==> src/rtl/srrc_tx_sym_sched.sv <==
// Transmit symbol scheduler for the 4-ary PAM SRRC chain: derives sample/symbol
// strobes, accepts Gray-coded symbols and sequences start, run and filter drain.
module srrc_tx_sym_sched #(
  parameter int unsigned CLK_DIV       = 4,
  parameter int unsigned SPS           = 4,
  parameter int unsigned FLT_SPAN_SYMS = 29
) (
  input  logic        clk,
  input  logic        reset,
  input  logic        start,
  input  logic        stop,
  input  logic [1:0]  sym_in,
  input  logic        sym_valid,
  output logic        sym_ready,
  output logic [17:0] sym_out,
  output logic        sam_clk_en,
  output logic        sym_clk_en,
  output logic        busy,
  output logic        done,
  output logic [15:0] underrun_cnt
);

  localparam int unsigned CLK_CNT_W = (CLK_DIV > 1) ? $clog2(CLK_DIV) : 1;
  localparam int unsigned SAM_CNT_W = (SPS > 1) ? $clog2(SPS) : 1;
  localparam int unsigned DRAIN_W   = (FLT_SPAN_SYMS > 1) ? $clog2(FLT_SPAN_SYMS) : 1;

  // Level codes in the filter's signed 18-bit input format (+-0.25, +-0.75)
  localparam logic [17:0] SYMBOL_N2 = 18'h28000;
  localparam logic [17:0] SYMBOL_N1 = 18'h38000;
  localparam logic [17:0] SYMBOL_P1 = 18'h08000;
  localparam logic [17:0] SYMBOL_P2 = 18'h18000;

  typedef enum logic [1:0] {
    ST_IDLE  = 2'd0,
    ST_RUN   = 2'd1,
    ST_DRAIN = 2'd2
  } state_t;

  state_t               state, state_d;
  logic [CLK_CNT_W-1:0] clk_cnt;
  logic [SAM_CNT_W-1:0] sam_cnt;
  logic                 clk_wrap, sam_wrap;
  logic                 start_pend, start_pend_d;
  logic                 stop_pend, stop_pend_d;
  logic [DRAIN_W-1:0]   drain_cnt, drain_cnt_d;
  logic [17:0]          sym_out_d;
  logic                 busy_d, done_d;
  logic [15:0]          underrun_d;

  function automatic logic [17:0] map_sym(input logic [1:0] s);
    case (s)
      2'b00:   map_sym = SYMBOL_N2;
      2'b01:   map_sym = SYMBOL_N1;
      2'b11:   map_sym = SYMBOL_P1;
      default: map_sym = SYMBOL_P2;
    endcase
  endfunction

  assign clk_wrap = (clk_cnt == CLK_CNT_W'(CLK_DIV - 1));
  assign sam_wrap = (sam_cnt == SAM_CNT_W'(SPS - 1));

  // Free-running strobe generator, independent of the transmit state
  always_ff @(posedge clk or negedge reset) begin
    if (!reset) begin
      clk_cnt    <= '0;
      sam_cnt    <= '0;
      sam_clk_en <= 1'b0;
      sym_clk_en <= 1'b0;
    end else begin
      clk_cnt    <= clk_wrap ? '0 : clk_cnt + CLK_CNT_W'(1);
      sam_clk_en <= clk_wrap;
      sym_clk_en <= clk_wrap && sam_wrap;
      if (clk_wrap) begin
        sam_cnt <= sam_wrap ? '0 : sam_cnt + SAM_CNT_W'(1);
      end
    end
  end

  always_ff @(posedge clk or negedge reset) begin
    if (!reset) begin
      state        <= ST_IDLE;
      start_pend   <= 1'b0;
      stop_pend    <= 1'b0;
      drain_cnt    <= '0;
      sym_out      <= '0;
      busy         <= 1'b0;
      done         <= 1'b0;
      underrun_cnt <= '0;
    end else begin
      state        <= state_d;
      start_pend   <= start_pend_d;
      stop_pend    <= stop_pend_d;
      drain_cnt    <= drain_cnt_d;
      sym_out      <= sym_out_d;
      busy         <= busy_d;
      done         <= done_d;
      underrun_cnt <= underrun_d;
    end
  end

  always_comb begin
    state_d      = state;
    start_pend_d = start_pend;
    stop_pend_d  = stop_pend;
    drain_cnt_d  = drain_cnt;
    sym_out_d    = sym_out;
    underrun_d   = underrun_cnt;
    done_d       = 1'b0;
    sym_ready    = 1'b0;

    if (sym_clk_en) begin
      start_pend_d = 1'b0;
      stop_pend_d  = 1'b0;
      case (state)
        ST_IDLE: begin
          sym_out_d = '0;
          if (start_pend && !stop_pend) begin
            state_d   = ST_RUN;
            sym_ready = 1'b1;
          end
        end
        ST_RUN: begin
          if (stop_pend) begin
            state_d     = ST_DRAIN;
            sym_out_d   = '0;
            drain_cnt_d = DRAIN_W'(FLT_SPAN_SYMS - 1);
          end else begin
            sym_ready = 1'b1;
          end
        end
        ST_DRAIN: begin
          sym_out_d = '0;
          if (drain_cnt == '0) begin
            state_d = ST_IDLE;
            done_d  = 1'b1;
          end else begin
            drain_cnt_d = drain_cnt - DRAIN_W'(1);
          end
        end
        default: state_d = ST_IDLE;
      endcase

      // Every acceptance slot either carries a symbol or is zero-stuffed
      if (sym_ready) begin
        if (sym_valid) begin
          sym_out_d = map_sym(sym_in);
        end else begin
          sym_out_d = '0;
          if (underrun_cnt != 16'hFFFF) begin
            underrun_d = underrun_cnt + 16'd1;
          end
        end
      end
    end

    // A request arriving on a strobe cycle is held for the following strobe
    if (start && (state == ST_IDLE)) begin
      start_pend_d = 1'b1;
    end
    if (stop) begin
      stop_pend_d = 1'b1;
    end

    busy_d = (state_d != ST_IDLE);
  end

endmodule

==> config.mk <==
export PLATFORM = sky130hd
export DESIGN_NAME = srrc_tx_sym_sched
export DESIGN_NICKNAME = d
export VERILOG_FILES = /design/src/rtl/srrc_tx_sym_sched.sv
export SDC_FILE = /design/constraint.sdc
export NUM_CORES = 1
export LEC_CHECK = 0
export BUFFER_PORTS_ARGS = -buffer_cell sky130_fd_sc_hd__buf_2
export CORE_MARGIN = 1
export CORE_UTILIZATION = 30
export CTS_CLUSTER_DIAMETER = 100
export DETAILED_ROUTE_END_ITERATION = 12
export MAX_ROUTING_LAYER = met4
export PLACE_DENSITY = 0.56
export SLEW_MARGIN = 10
export SYNTH_ARGS = -nofsm -noshare
export SYNTH_HDL_FRONTEND = slang
export SYNTH_SLANG_ARGS = --single-unit
export TNS_END_PERCENT = 50
==> constraint.sdc <==
create_clock -name clk -period 4.7 [get_ports clk]
set_input_delay 0.235 -clock clk [delete_from_list [all_inputs] [get_ports clk]]
set_output_delay 0.235 -clock clk [all_outputs]
set_load 0.05 [all_outputs]
==> results_dict.tcl <==
set metrics [dict create \
    status "finished, final reports clean" \
    synth_top_area_cell "dfrtp_1" \
    maxSlewViolCount 0 \
    grt_pass1_wl_mm 5.71 \
    port_buffers 30 \
    synth_edf_count 0 \
    ir_worst_vdd_mv 0.113 \
    dieArea_um2 6460 \
    synth.area.top_cells "dfrtp_1, xor2_1, buf_4, ha_1, nand2_1" \
    clockRootBuffer "clkbuf_8" \
    yosysWarnings 0 \
    wirelength_mm 3.39 \
    utilization 0.355 \
    antenna_found_initial 0 \
    drive_gt1_frac 0.218 \
    ant_nets 0 \
    r2r_start "underrun_cnt[3]" \
    postPlaceCellArea_um2 2010 \
    seq_area_um2 901 \
    final-setup-viol-count 0 \
    grt_max_degree 37 \
    dp.cells 269 \
    fin_crit_ps 2000 \
    hpwl_mm 2.45 \
    stdcell_area_um2 2100 \
    cts_setup_buffers 0 \
    switching_share 0.239 \
    syn_inst 167 \
    dieHeight_um 80.4 \
    syn_to_final_growth_pct 13.8 \
    synth.distinct_cells 37 \
    fmax_ghz 0.500 \
    cts.clk_slew.worst_paths_ps 70 \
    grt.total_usage 0.118 \
    netlist.area_leader.share 0.488 \
    numCtsBuffers 5 \
    synthArstFlopShare 1.00 \
    overflow 0 \
    dieWidth_um 80.4 \
    avgViaCountPerCell 4.51 \
    dpl_worst_slack_ps 2730 \
    clock-sinks 36 \
    most-common-layout-cells "dfrtp_1, buf_2, nand2_1, xor2_1, conb_1" \
    startpoint "underrun_cnt[3]" \
    syn_area_um2 1840 \
    boundaryPins 46 \
    diodes 0 \
    final_cells 277 \
    grt_pass1_vias 1225 \
    rows 28 \
    gp_congestion 0.784 \
    dr.pass1.iters 4 \
    hold_buffers 0 \
    cp.required_ps 4860 \
    multi_input_area_um2 842 \
    initial_core_util 0.311 \
    p_leak_nw 1.18 \
    syn_avg_cell_area_um2 11.0 \
    cts_resized 0 \
    worst_ep_arrival_time_ps 2160 \
    use_met2 0.169 \
    post_drt_wl_per_cell_um 12.2 \
    endpoint_kind "flop" \
    cp_max_fo 13 \
    clkLatencyLatePin_ps 280 \
    mostFrequentLayoutCell "dfrtp_1" \
    finalNetCount 216 \
    worst_pin_slew_ps 804 \
    drt_iter0_drc 59 \
    clockPowerShare 0.386 \
    crit_type "flop to flop" \
    p_per_area_nw_per_um2 272 \
    yosysSeqAreaShare 0.488 \
    worst_slack_ps 2700 \
    p_int_mw 0.434 \
    gr-max-usage-layer "met2" \
    min_path_type "input port to asynchronous set/reset pin" \
    seqPwrFrac 0.546 \
    ys.flop_type "dfrtp_1" \
    power.total_mw 0.571 \
    cap_violations 0 \
    post-route-drc-count 0 \
    cts_buffer_depth 2 \
    slew-limit-headroom 0.464 \
    use_met3 0.0273 \
    netSwitchingPower_mw 0.137 \
    rsz0062_at_grt "false" \
    fillCellCount 603 \
    vias 1249 \
    core_um2 5920 \
    cts_htree_levels 2 \
    combPwrFrac 0.069 \
    cts_tree "built" \
    setup.worst_path.start_class "flop" \
    setup_tns_ps 0 \
    grt_util_met1 0.160 \
    hold_viol_final 0 \
    skew_ps 4.92 \
    synth_seq_cells 36 \
    hold_slack_ps 45.0 \
    final.period_utilization 0.425 \
]
-- cells in the mapped netlist, drive strengths merged, types with 2 or more instances --
library cell,n
a21o,3
and2,2
and3,4
and3b,3
buf,17
dfrtp,36
ha,8
inv,6
mux2,3
nand2,16
nand3,10
nand4,6
nor2,7
nor3,4
nor4,8
nor4b,2
xnor2,2
xor2,16
-- path summary, 6_finish.rpt --
path / end / slack (ps) / cells past startpoint
worst max-delay path: underrun_cnt[1] / 2700 / 4
worst min-delay path: busy / 50 / 1
worst max register to register: underrun_cnt[1] / 2700 / 4
worst min register to register: clk_cnt[0] / 430 / 1
max in group asynchronous: clk_cnt[0] / 4140 / 1
min in group clk: stop_pend / 150 / 2
-- power groups by stage --
stage          Sequential (mW)  Combinational [mW]  Clock [mW]
3_3_place_gp             0.317              0.0399           0
5_1_grt                  0.311              0.0428       0.242
3_5_place_dp             0.317              0.0402           0
4_1_cts                  0.311              0.0402       0.232
2_1_floorplan            0.317              0.0396           0
6_report                 0.311              0.0393       0.220
-- critical path, stage by stage (launching register included) --
cell and delay, ps:
dfrtp_1 440, nand3_1 220, nor4_4 720, nor2_1 160, mux2_1 340
-- area by class of cell --
cell class | count | area share
clock buffer | 8 | 0.0429
inverter | 6 | 0.0107
multi-input combinational | 122 | 0.401
sequential | 36 | 0.429
tap | 75 | 0.0447
timing repair buffer | 30 | 0.0715
-- registers in the layout, indices dropped and copies added (netlist names) --
name / flops
busy: 1
stop_pend: 1
clk_cnt: 2
drain_cnt: 5
sym_out: 3
state: 2
sam_cnt: 2
start_pend: 1
sam_clk_en: 1
underrun_cnt: 16
done: 1
sym_clk_en: 1
-- cell families (layout without fill, tap and decap cells) --
family,count (synthesis),count (layout),share of synthesized area
fa+ha+maj,8,8,0.0543
simple gates,69,69,0.229
buf+inv,23,44,0.0834
compound gates,9,9,0.0393
mux,3,3,0.0183
xor+xnor,18,18,0.0855
flops,36,36,0.488
other cells,1,15,0.00203
-- per-layer routing --
metal	vias to the layer above	wire, um
li1	619	-
met1	598	1680
met2	30	1560
met3	2	112
met4	0	41
met5	-	0
(Power assumes the default switching activity.)
